File: src/rtl/temporal_ngram_encoder_pkg.sv
// Shared defaults and helpers for the temporal N-gram encoder.
// Defaults stand in for the legacy const.vh values HV_DIMENSION and NGRAM_SIZE.
package temporal_ngram_encoder_pkg;

    localparam int unsigned DEF_HV_DIMENSION = 32;
    localparam int unsigned DEF_NGRAM_SIZE   = 3;

    function automatic int unsigned ceilLog2(input int unsigned value);
        int unsigned result;
        result = 0;
        for (int unsigned i = 0; i < 32; i++) begin
            if ((32'd1 << i) < value) begin
                result = i + 1;
            end
        end
        return result;
    endfunction

endpackage

File: src/rtl/temporal_ngram_encoder_lane.sv
// ngram_lane: per-modality sample buffer plus the rotate-and-XOR binding tree.
// Output is combinational from the buffer and the incoming sample.
module ngram_lane
    import temporal_ngram_encoder_pkg::*;
#(
    parameter int unsigned HV_DIMENSION = DEF_HV_DIMENSION,
    parameter int unsigned NGRAM_SIZE   = DEF_NGRAM_SIZE
) (
    input  logic                    Clk_CI,
    input  logic                    ShiftEn_SI,
    input  logic                    Clear_SI,
    input  logic [0:HV_DIMENSION-1] Sample_DI,
    output logic [0:HV_DIMENSION-1] Ngram_DO
);

    // Bit k moves to k+1, the last bit wraps to index 0.
    function automatic logic [0:HV_DIMENSION-1] rho(input logic [0:HV_DIMENSION-1] x);
        return {x[HV_DIMENSION-1], x[0:HV_DIMENSION-2]};
    endfunction

    if (NGRAM_SIZE > 1) begin : gen_buffer
        // SampleBuf[0] is the newest stored sample, SampleBuf[NGRAM_SIZE-2] the oldest.
        logic [0:HV_DIMENSION-1] SampleBuf_DP [NGRAM_SIZE-1];
        logic [0:HV_DIMENSION-1] Acc_D;

        always_ff @(posedge Clk_CI) begin
            if (Clear_SI) begin
                for (int unsigned i = 0; i < NGRAM_SIZE - 1; i++) begin
                    SampleBuf_DP[i] <= '0;
                end
            end else if (ShiftEn_SI) begin
                SampleBuf_DP[0] <= Sample_DI;
                for (int unsigned i = 1; i < NGRAM_SIZE - 1; i++) begin
                    SampleBuf_DP[i] <= SampleBuf_DP[i-1];
                end
            end
        end

        // Horner-style fold: oldest sample accumulates the most rotations.
        always_comb begin
            Acc_D = SampleBuf_DP[NGRAM_SIZE-2];
            for (int unsigned i = 1; i < NGRAM_SIZE - 1; i++) begin
                Acc_D = rho(Acc_D) ^ SampleBuf_DP[NGRAM_SIZE-2-i];
            end
            Ngram_DO = rho(Acc_D) ^ Sample_DI;
        end
    end else begin : gen_passthrough
        assign Ngram_DO = Sample_DI;
    end

endmodule

File: src/rtl/temporal_ngram_encoder.sv
// temporal_ngram_encoder: N-gram temporal binding for three modalities with a valid/ready output.
// Define NGRAM_SLIDING_EN for sliding windows; default build emits non-overlapping windows.
module temporal_ngram_encoder
    import temporal_ngram_encoder_pkg::*;
#(
    parameter int unsigned HV_DIMENSION = DEF_HV_DIMENSION,
    parameter int unsigned NGRAM_SIZE   = DEF_NGRAM_SIZE
) (
    input  logic                    Clk_CI,
    input  logic                    Reset_RI,
    input  logic                    ValidIn_SI,
    output logic                    ReadyOut_SO,
    input  logic [0:HV_DIMENSION-1] HypervectorIn_mod1_DI,
    input  logic [0:HV_DIMENSION-1] HypervectorIn_mod2_DI,
    input  logic [0:HV_DIMENSION-1] HypervectorIn_mod3_DI,
    input  logic                    Clear_SI,
    output logic                    ValidOut_SO,
    input  logic                    ReadyIn_SI,
    output logic [0:HV_DIMENSION-1] NgramOut_mod1_DO,
    output logic [0:HV_DIMENSION-1] NgramOut_mod2_DO,
    output logic [0:HV_DIMENSION-1] NgramOut_mod3_DO
);

    localparam int unsigned CNTR_WIDTH = ceilLog2(NGRAM_SIZE + 1);
    localparam logic [CNTR_WIDTH-1:0] FILL_FULL = CNTR_WIDTH'(NGRAM_SIZE);

    localparam logic ACCEPT        = 1'b0;
    localparam logic OUTPUT_STABLE = 1'b1;

    logic                    State_SP;
    logic [CNTR_WIDTH-1:0]   FillCntr_SP;
    logic [CNTR_WIDTH-1:0]   FillInc_S;
    logic [CNTR_WIDTH-1:0]   FillAfterOutput_S;
    logic                    Accept_S;
    logic                    Complete_S;
    logic                    LaneClear_S;
    logic [0:HV_DIMENSION-1] Ngram1_D, Ngram2_D, Ngram3_D;

    assign ReadyOut_SO = (State_SP == ACCEPT);
    assign ValidOut_SO = (State_SP == OUTPUT_STABLE);

    always_comb begin
        Accept_S   = (State_SP == ACCEPT) && ValidIn_SI;
        FillInc_S  = (FillCntr_SP == FILL_FULL) ? FILL_FULL : FillCntr_SP + 1'b1;
        Complete_S = Accept_S && !Clear_SI && (FillInc_S == FILL_FULL);
`ifdef NGRAM_SLIDING_EN
        FillAfterOutput_S = FILL_FULL;
        LaneClear_S       = Reset_RI || Clear_SI;
`else
        // Completion empties the window so the next N-gram shares no samples.
        FillAfterOutput_S = '0;
        LaneClear_S       = Reset_RI || Clear_SI || Complete_S;
`endif
    end

    ngram_lane #(.HV_DIMENSION(HV_DIMENSION), .NGRAM_SIZE(NGRAM_SIZE)) u_lane1 (
        .Clk_CI     (Clk_CI),
        .ShiftEn_SI (Accept_S),
        .Clear_SI   (LaneClear_S),
        .Sample_DI  (HypervectorIn_mod1_DI),
        .Ngram_DO   (Ngram1_D)
    );

    ngram_lane #(.HV_DIMENSION(HV_DIMENSION), .NGRAM_SIZE(NGRAM_SIZE)) u_lane2 (
        .Clk_CI     (Clk_CI),
        .ShiftEn_SI (Accept_S),
        .Clear_SI   (LaneClear_S),
        .Sample_DI  (HypervectorIn_mod2_DI),
        .Ngram_DO   (Ngram2_D)
    );

    ngram_lane #(.HV_DIMENSION(HV_DIMENSION), .NGRAM_SIZE(NGRAM_SIZE)) u_lane3 (
        .Clk_CI     (Clk_CI),
        .ShiftEn_SI (Accept_S),
        .Clear_SI   (LaneClear_S),
        .Sample_DI  (HypervectorIn_mod3_DI),
        .Ngram_DO   (Ngram3_D)
    );

    always_ff @(posedge Clk_CI) begin
        if (Reset_RI) begin
            State_SP         <= ACCEPT;
            FillCntr_SP      <= '0;
            NgramOut_mod1_DO <= '0;
            NgramOut_mod2_DO <= '0;
            NgramOut_mod3_DO <= '0;
        end else begin
            case (State_SP)
                ACCEPT: begin
                    if (Clear_SI) begin
                        FillCntr_SP <= '0;
                    end else if (Complete_S) begin
                        NgramOut_mod1_DO <= Ngram1_D;
                        NgramOut_mod2_DO <= Ngram2_D;
                        NgramOut_mod3_DO <= Ngram3_D;
                        FillCntr_SP      <= FillAfterOutput_S;
                        State_SP         <= OUTPUT_STABLE;
                    end else if (Accept_S) begin
                        FillCntr_SP <= FillInc_S;
                    end
                end
                default: begin
                    if (Clear_SI) begin
                        FillCntr_SP <= '0;
                    end
                    if (ReadyIn_SI) begin
                        State_SP <= ACCEPT;
                    end
                end
            endcase
        end
    end

endmodule

File: config.mk
export PLATFORM = sky130hd
export DESIGN_NAME = temporal_ngram_encoder
export DESIGN_NICKNAME = d
export VERILOG_FILES = /design/src/rtl/temporal_ngram_encoder_pkg.sv /design/src/rtl/temporal_ngram_encoder_lane.sv /design/src/rtl/temporal_ngram_encoder.sv
export SDC_FILE = /design/constraint.sdc
export NUM_CORES = 1
export LEC_CHECK = 0
export CAP_MARGIN = 20
export CELL_PAD_IN_SITES_DETAIL_PLACEMENT = 1
export CELL_PAD_IN_SITES_GLOBAL_PLACEMENT = 1
export CORE_UTILIZATION = 40
export CTS_CLUSTER_SIZE = 20
export DETAILED_ROUTE_END_ITERATION = 10
export GPL_ROUTABILITY_DRIVEN = 0
export GPL_TIMING_DRIVEN = 0
export PLACE_DENSITY_LB_ADDON = 0.1
export SLEW_MARGIN = 25
export SYNTH_ARGS = -nofsm -noshare
export SYNTH_HDL_FRONTEND = slang
export SYNTH_HIERARCHICAL = 1
export SYNTH_SLANG_ARGS = --single-unit
File: constraint.sdc
create_clock -name Clk_CI -period 4.5 [get_ports Clk_CI]
set_clock_uncertainty 0.1 [all_clocks]
set_input_delay 0.9 -clock Clk_CI [delete_from_list [all_inputs] [get_ports Clk_CI]]
set_output_delay 0.9 -clock Clk_CI [all_outputs]
set_load 0.02 [all_outputs]
==> results.json, run 1 <==
{
  "outcome": "finished, final reports clean",
  "fin_cells": 1669,
  "yosysTopAreaCell": "edfxtp_1",
  "area_growth_pct": 27.8,
  "finalMaxSlewViolations": 0,
  "drt-initial-drc-count": 334,
  "cts_buffers": 34,
  "final_cell_mix": "197 x clkdlybuf4s50_1, 192 x nand2_1, 192 x edfxtp_1",
  "postCtsSetupRepairBufs": 0,
  "via_per_inst": 4.91,
  "p_leak_nw": 7.52,
  "wl_per_cell_um": 19.6,
  "finalWirelength_mm": 32.7,
  "vdd_drop_max_mv": 0.274,
  "crit_path_start": "Clear_SI",
  "cts_hold_buf": 0,
  "synthAdderAreaFrac_pct": 0,
  "drive_above_1_share_pct": 10.7,
  "clockBufferDepth": 3,
  "ys_types": 21,
  "fin_tns_setup_ps": 0,
  "die_x_um": 186,
  "slew_headroom_pct": 61.9,
  "period_share_pct": 75.8,
  "clk_pin_slew_ps": 60,
  "hold_viol_final": 0,
  "reg2reg_slack_ps": 1590,
  "antenna_found_initial": 2,
  "synth_simple_gate_area_share_pct": 18.4,
  "clk_latency_ps": 500,
  "num_vias": 8190,
  "fin_area_mm2": 0.0174,
  "grt_pass1_wl_mm": 51.6,
  "tightest_slew_ps": 568,
  "grt_use_met1_pct": 24.6,
  "io_buffers": 197,
  "dp_hpwl_mm": 22.9,
  "min_path_cells": 2,
  "synth_compound_gate_area_share_pct": 3.57,
  "crit_type": "in -> reg",
  "holdCritPathClass": "reg -> reg",
  "end_kind": "register",
  "power.density_mw_per_mm2": 371,
  "postCtsResizedCells": 0,
  "r2r_end": "u_lane1/gen_buffer.SampleBuf_DP[0][25]",
  "reg2reg_from": "ValidOut_SO",
  "die_y_um": 186,
  "final_common_cell": "clkdlybuf4s50_1",
  "synth-seq-area-share_pct": 56.9,
  "dp.cells": 1606,
  "rsz0062_at_grt": "no",
  "synth_seq_cells": 291,
  "met3_usage_pct": 4.42,
  "final_nets": 1295,
  "synth_xor_area_share_pct": 16.8,
  "synth.area.top_cells": "edfxtp_1 42%, xor3_1 17%, dfxtp_1 15%",
  "grt_pass1_vias": 8883,
  "syn-num-nets": 1059,
  "syn_area_mm2": 0.0136,
  "ant_nets": 0,
  "busiest_layer": "met2",
  "grt_use_met2_pct": 32.4,
  "setup_viol": 0,
  "cts_root_buffer": "clkbuf_16",
  "total_power_w": 0.00645,
  "row_count": 67,
  "cp-start-kind": "input port",
  "track_usage_pct": 19.0,
  "cts_tree": "built",
  "gr-total-overflow": 0,
  "die_area_mm2": 0.0348,
  "muxShareOfSynthArea_pct": 0.147,
  "min_to": "NgramOut_mod3_DO[15]",
  "drcViolationCount": 0,
  "clock-sinks": 291,
  "max-cap-violations": 0,
  "worstPathMaxFanout": 34,
  "postLayoutCoreUtil_pct": 51.8,
  "fmax_ghz": 0.293,
  "ys_warn_count": 6,
  "reg2regPathDepth": 8,
  "start_util_pct": 40.6,
  "synth_top_area_share_pct": 42.4,
  "hold_start": "NgramOut_mod3_DO[15]",
  "synth_area_per_cell_um2": 14.2,
  "synth_top_family_by_area": "simple AND/OR/NAND/NOR gates",
  "pin_count": 199,
  "core_mm2": 0.0335,
  "crit_arrival_ps": 3550,
  "grt_max_degree": 51,
  "htree_levels": 2,
  "cp.required_ps": 4640,
  "placed_cell_area_mm2": 0.0162,
  "synth_cells": 958,
  "drtPass1Iterations": 4,
  "finalCriticalPeriod_ps": 3410
}
-- where the power goes --
group,internal (W),switching [W]
clock network,0.00178,0.00109
registers,0.00294,0.0000547
logic,0.000381,0.000205
total,0.00510,0.00135
-- flip-flops by register name (all words and copies together) (netlist names) --
signal	flops
NgramOut_mod2_DO	32
u_lane2/gen_buffer.SampleBuf_DP	64
NgramOut_mod3_DO	32
NgramOut_mod1_DO	32
u_lane3/gen_buffer.SampleBuf_DP	64
ValidOut_SO	1
FillCntr_SP	2
u_lane1/gen_buffer.SampleBuf_DP	64
-- area by class of cell --
| type | count | area (um^2) |
|---|---|---|
| clock buffers | 50 | 1000 |
| fillers | 3350 | 16100 |
| multi-input cells | 591 | 5300 |
| clock inverters | 12 | 154 |
| plain buffers | 75 | 564 |
| flip-flops and latches | 291 | 7750 |
| diodes | 1 | 2.50 |
| well taps | 448 | 561 |
| repair buffers | 200 | 2050 |
| inverters | 1 | 3.75 |
-- synth_stat cells --
master and instances:
dfxtp_1 99, nand2b_1 1, and3b_1 177, nor3_1 2, xor3_1 96, or2_1 3, buf_6 27, mux2i_1 2
inv_1 1, nor2_1 1, nor2b_1 2, and3b_2 15, clkbuf_1 14, a21oi_1 97, edfxtp_1 192, buf_4 15
or3_1 1, buf_2 19, nand2_1 192, nand4bb_1 1, and4bb_2 1
-- through the flow --
stage / setup WS (ps) / hold slack [ps]
finish: 1090 / 352
global route: 931 / 374
CTS: 1020 / 354
detailed placement: 496 / 346
global placement: -1010 / 341
floorplan: 648 / 403
-- worst max-delay path by stage --
stage,end,cells past startpoint
floorplan,u_lane1/gen_buffer.SampleBuf_DP[0][0],7
global placement,u_lane1/gen_buffer.SampleBuf_DP[0][10],8
detailed placement,u_lane1/gen_buffer.SampleBuf_DP[0][43],9
CTS,u_lane1/gen_buffer.SampleBuf_DP[0][24],9
global route,u_lane1/gen_buffer.SampleBuf_DP[0][9],9
finish,u_lane1/gen_buffer.SampleBuf_DP[0][25],9
-- kinds of logic (layout without fill, tap and decap cells) --
| family | after synthesis | after routing |
|---|---|---|
| DFF | 291 | 291 |
| other | 0 | 1 |
| AOI/OAI and AO/OA | 97 | 97 |
| xor gates and xnor gates | 96 | 96 |
| buffers and inverters | 76 | 338 |
| muxes | 2 | 2 |
| and+or+nand+nor | 396 | 396 |
-- critical path: stages --
cell and delay [ps]:
clkdlybuf4s50_1 560, and4bb_2 270, buf_6 150, buf_6 150, or3_1 490, buf_6 230, buf_6 140, or2_4 400
buf_12 260
-- layer usage --
| metal | up-vias | wire length (um) |
|---|---|---|
| met1 | 4052 | 14400 |
| met3 | 43 | 1720 |
| li1 | 3921 | - |
| met2 | 172 | 16000 |
| met4 | 2 | 494 |
| met5 | - | 13 |
Power figures use the tool's default switching activity.
==> run 2, diff against run 1 <==
Clock period 4.5 ns to 3.2 ns, I/O delays scaled along.
==> run 2 against run 1 <==
Combinational power is 40% higher. Clock power increased by 34%. Hold slack improved by 1.6 ps. Highest routed layer unchanged.
==> results.json, run 2 (same netlist as run 1, synthesis figures left out) <==
{
  "grt_max_degree": 51,
  "end_kind": "register",
  "clk_latency_ps": 510,
  "reg2reg_from": "ValidOut_SO",
  "crit_buf_inv": 6,
  "drtPass1Iterations": 4,
  "grt_pass1_wl_mm": 51.0,
  "track_usage_pct": 18.7,
  "final_common_cell": "clkdlybuf4s50_1",
  "antenna_found_initial": 1,
  "cp-start-kind": "input port",
  "cts_hold_buf": 0,
  "cts_buffers": 34,
  "io_buffers": 197,
  "cts_tree": "built",
  "path_cells": "clkdlybuf4s50_1 > and4bb_2 > buf_6 > buf_6 > or3_1 > buf_6 > buf_6 > or2_4 > buf_16",
  "drcViolationCount": 0,
  "clockBufferDepth": 3,
  "drt-initial-drc-count": 342,
  "slowest_delay_ps": 540,
  "cts_root_buffer": "clkbuf_16",
  "postCtsSetupRepairBufs": 0,
  "hold_viol_final": 0,
  "die_y_um": 186,
  "max-cap-violations": 0,
  "crit_type": "in -> reg",
  "finalWirelength_mm": 32.2,
  "power.density_mw_per_mm2": 512,
  "pwr-share-clk_pct": 43.2,
  "dp_hpwl_mm": 22.6,
  "dp.cells": 1606,
  "min_to": "NgramOut_mod2_DO[2]",
  "pin_count": 199,
  "core_mm2": 0.0335,
  "crit_cells": 9,
  "crit_arrival_ps": 3220,
  "antenna_cells": 0,
  "finalMaxSlewViolations": 0,
  "via_per_inst": 4.89,
  "num_vias": 8163,
  "outcome": "finished, final reports clean",
  "vdd_drop_max_mv": 0.413,
  "clock-sinks": 291,
  "reg_top3": "u_lane1/gen_buffer.SampleBuf_DP: 64 flops, u_lane2/gen_buffer.SampleBuf_DP: 64 flops, u_lane3/gen_buffer.SampleBuf_DP: 64 flops",
  "r2r_end": "u_lane2/gen_buffer.SampleBuf_DP[0][35]",
  "intPower_w": 0.00698,
  "htree_levels": 2,
  "period_share_pct": 96.6,
  "start_util_pct": 40.6,
  "die_x_um": 186,
  "p_comb_share_pct": 9.3,
  "row_count": 67,
  "clk_pin_slew_ps": 60,
  "ant_nets": 0,
  "crit_family": "buffers and inverters",
  "slew_headroom_pct": 38.6,
  "drive_above_1_share_pct": 10.8,
  "final_nets": 1296,
  "reg2regPathDepth": 8,
  "gr-total-overflow": 0,
  "seqPwrFrac_pct": 47.5,
  "reg2reg_slack_ps": 350,
  "dp_slack_ps": -466,
  "area_growth_pct": 27.4,
  "rsz0062_at_grt": "no",
  "final_cell_mix": "197 x clkdlybuf4s50_1, 192 x nand2_1, 192 x edfxtp_1",
  "swShare_pct": 21.3,
  "hold_start": "NgramOut_mod2_DO[2]",
  "worstPathMaxFanout": 46,
  "fmax_ghz": 0.324,
  "p_switching_w": 0.00189,
  "wl_per_cell_um": 19.3,
  "holdCritPathClass": "reg -> reg",
  "min_path_cells": 2,
  "worst_path_max_delay_cell": "clkdlybuf4s50_1",
  "grt_pass1_vias": 8813,
  "die_area_mm2": 0.0348,
  "tightest_slew_ps": 919,
  "total_power_w": 0.00887,
  "finalCriticalPeriod_ps": 3090,
  "fin_cells": 1669,
  "setup_viol": 0,
  "setup_ws_ps": 109,
  "postCtsResizedCells": 0,
  "cpMostUsedCell": "buf_6",
  "p_leak_nw": 7.50,
  "cp.required_ps": 3330
}
[run 2: changes by cell type in the layout (fill, tap and decap cells not counted), sizes merged]
| cell | change |
|---|---|
| clkbuf | +2 |
| or2 | +1 |
| bufinv | -3 |
| clkinv | +1 |
| diode | -1 |
[run 2: final cells by class]
class,instances,area [um^2]
fill,3339,16200
sequential,291,7750
multi-input combinational,592,5300
timing repair buffer,200,2050
clock buffer,52,1030
buffer,75,564
tap,448,561
clock inverter,10,70.1
inverter,1,3.75
[run 2: power by group through the flow]
stage	Combinational (W)	Sequential (W)	Clock, W
finish	0.000823	0.00422	0.00383
floorplan	0.000537	0.00427	0
detailed placement	0.000833	0.00430	0
CTS	0.000839	0.00422	0.00395
global route	0.000884	0.00423	0.00408
global placement	0.000819	0.00429	0
[run 2: layer usage]
metal	track usage, %	vias to the layer above	share of wire, %
li1	-	3913	-
met1	24.2	4026	44
met2	31.7	183	48
met3	4.34	39	5.5
met4	4.45	2	1.6
met5	0	-	0.040
[run 2: worst max path at each step]
stage	start	endpoint	slack, ps
global placement	Clear_SI	u_lane1/gen_buffer.SampleBuf_DP[0][34]	-1100
floorplan	Clear_SI	u_lane1/gen_buffer.SampleBuf_DP[0][0]	220
CTS	Clear_SI	u_lane1/gen_buffer.SampleBuf_DP[0][35]	60
detailed placement	Clear_SI	u_lane1/gen_buffer.SampleBuf_DP[0][34]	-470
finish	Clear_SI	u_lane2/gen_buffer.SampleBuf_DP[0][35]	110
global route	Clear_SI	u_lane2/gen_buffer.SampleBuf_DP[0][51]	9
[run 2: metrics by stage]
| step | cell area [um^2] | hold slack [ps] | utilization (%) | setup TNS (ps) |
|---|---|---|---|---|
| after floorplan | 13600 | 403 | - | 0 |
| after global routing | 17300 | 371 | 51.7 | 0 |
| after detailed placement | 16200 | 347 | 48.4 | -72670 |
| after global placement | 16100 | 341 | 48.1 | -206840 |
| final | 17300 | 353 | 51.7 | 0 |
| after CTS | 17300 | 356 | 51.7 | 0 |
[run 2: worst reg2reg max path, cell delays in order, from the launching register on]
cell and delay, ps:
dfxtp_1 440, and4bb_2 270, buf_6 150, buf_6 160, or3_1 490, buf_6 220
buf_6 140, or2_4 350, buf_16 250
==> run 3, diff against run 2 <==
Settings changed: CTS_CLUSTER_SIZE 20 to unset.
==> run 3 against run 2 <==
Wire length increased by 0.11%. Register-to-register slack about the same. Worst setup slack improved by 5.8 ps. Total power about the same. Design area unchanged. Final cell count unchanged. Via count about the same. Critical endpoint is now u_lane2/gen_buffer.SampleBuf_DP[0][25]. Largest cell class unchanged.
==> results.json, run 3 (same netlist as run 1, synthesis figures left out) <==
{
  "outcome": "finished, final reports clean",
  "p_switching_w": 0.00189,
  "start_util_pct": 40.6,
  "p_comb_share_pct": 9.3,
  "finalWirelength_mm": 32.2,
  "postCtsSetupRepairBufs": 0,
  "intPower_w": 0.00698,
  "seqPwrFrac_pct": 47.5,
  "ant_nets": 0,
  "grt_pass1_vias": 8842,
  "reg2reg_slack_ps": 350,
  "postCtsResizedCells": 0,
  "gr-total-overflow": 0,
  "end_kind": "register",
  "total_power_w": 0.00888,
  "cts_buffers": 34,
  "antenna_found_initial": 1,
  "final_cell_mix": "197 x clkdlybuf4s50_1, 192 x nand2_1, 192 x edfxtp_1",
  "vdd_drop_max_mv": 0.266,
  "cts_root_buffer": "clkbuf_16",
  "holdCritPathClass": "reg -> reg",
  "hold_start": "NgramOut_mod3_DO[23]",
  "drcViolationCount": 0,
  "swShare_pct": 21.3,
  "pin_count": 199,
  "cp.required_ps": 3330,
  "drive_above_1_share_pct": 10.8,
  "final_common_cell": "clkdlybuf4s50_1",
  "clock-sinks": 291,
  "tightest_slew_ps": 930,
  "max-cap-violations": 0,
  "reg2regPathDepth": 8,
  "pwr-share-clk_pct": 43.2,
  "fmax_ghz": 0.324,
  "grt_pass1_wl_mm": 51.0,
  "r2r_end": "u_lane2/gen_buffer.SampleBuf_DP[0][25]",
  "area_growth_pct": 27.4,
  "drt-initial-drc-count": 366,
  "dp_slack_ps": -466,
  "track_usage_pct": 18.7,
  "crit_type": "in -> reg",
  "num_vias": 8165,
  "antenna_cells": 0,
  "htree_levels": 2,
  "wl_per_cell_um": 19.3,
  "min_to": "NgramOut_mod3_DO[23]",
  "slew_headroom_pct": 37.9,
  "power.density_mw_per_mm2": 512,
  "dp_hpwl_mm": 22.6,
  "crit_arrival_ps": 3210,
  "core_mm2": 0.0335,
  "hold_viol_final": 0,
  "period_share_pct": 96.4,
  "worstPathMaxFanout": 46,
  "fin_tns_setup_ps": 0,
  "cp-start-kind": "input port",
  "setup_viol": 0,
  "via_per_inst": 4.89,
  "setup_ws_ps": 115,
  "clk_latency_ps": 510,
  "reg_top3": "u_lane1/gen_buffer.SampleBuf_DP: 64 flops, u_lane2/gen_buffer.SampleBuf_DP: 64 flops, u_lane3/gen_buffer.SampleBuf_DP: 64 flops",
  "postLayoutCoreUtil_pct": 51.7,
  "die_x_um": 186,
  "min_path_cells": 2,
  "clockBufferDepth": 3,
  "cts_hold_buf": 0,
  "cts_tree": "built",
  "rsz0062_at_grt": "no",
  "die_y_um": 186,
  "row_count": 67,
  "final_nets": 1296,
  "finalMaxSlewViolations": 0,
  "clk_pin_slew_ps": 50,
  "fin_worst_hold_slack_ps": 353,
  "reg2reg_from": "ValidOut_SO",
  "grt_max_degree": 51,
  "die_area_mm2": 0.0348,
  "drtPass1Iterations": 4,
  "p_leak_nw": 7.50,
  "finalCriticalPeriod_ps": 3090,
  "io_buffers": 197
}
run 3: cell types whose count changed in the layout (fill, tap and decap cells not counted), sizes merged:
cell,delta
clkinv,-1
clkbuf,+1
run 3: per-layer routing:
layer  vias to the layer above  global-route usage [%]  routed length (um)
met5                         -                       0                  13
met4                         2                    4.58                 564
met3                        40                    4.31                1810
met2                       181                    31.7               15600
met1                      4028                    24.2               14200
li1                       3914                       -                   -
run 3: layout make-up:
| type | instances | area [um^2] |
|---|---|---|
| buffer | 75 | 564 |
| tap | 448 | 561 |
| timing repair buffer | 200 | 2050 |
| fill | 3345 | 16200 |
| sequential | 291 | 7750 |
| clock inverter | 9 | 66.3 |
| clock buffer | 53 | 1040 |
| inverter | 1 | 3.75 |
| multi-input combinational | 592 | 5300 |
run 3: critical path: stages:
cell,delay (ps)
clkdlybuf4s50_1,540
and4bb_2,270
buf_6,140
buf_6,160
or3_1,490
buf_6,220
buf_6,140
or2_4,350
buf_16,250
run 3: how the worst max path moves through the flow:
stage / start / to / slack (ps) / cells after the start
detailed placement: Clear_SI / u_lane1/gen_buffer.SampleBuf_DP[0][34] / -470 / 9
finish: Clear_SI / u_lane2/gen_buffer.SampleBuf_DP[0][25] / 110 / 9
global placement: Clear_SI / u_lane1/gen_buffer.SampleBuf_DP[0][34] / -1100 / 8
global route: Clear_SI / u_lane2/gen_buffer.SampleBuf_DP[0][25] / 4 / 9
floorplan: Clear_SI / u_lane1/gen_buffer.SampleBuf_DP[0][0] / 220 / 7
CTS: Clear_SI / u_lane1/gen_buffer.SampleBuf_DP[0][35] / 60 / 9
run 3: power by group through the flow:
stage / sequential (W) / clock [W] / combinational, W
2_1_floorplan: 0.00427 / 0 / 0.000537
3_3_place_gp: 0.00429 / 0 / 0.000819
3_5_place_dp: 0.00430 / 0 / 0.000833
4_1_cts: 0.00422 / 0.00395 / 0.000838
5_1_grt: 0.00423 / 0.00408 / 0.000884
6_report: 0.00422 / 0.00384 / 0.000824
run 3: metrics by stage:
| step | instance area [um^2] | cells |
|---|---|---|
| after floorplan | 13600 | 958 |
| after global placement | 16100 | 1603 |
| after detailed placement | 16200 | 1606 |
| after CTS | 17300 | 1668 |
| after global routing | 17300 | 1669 |
| final | 17300 | 1669 |
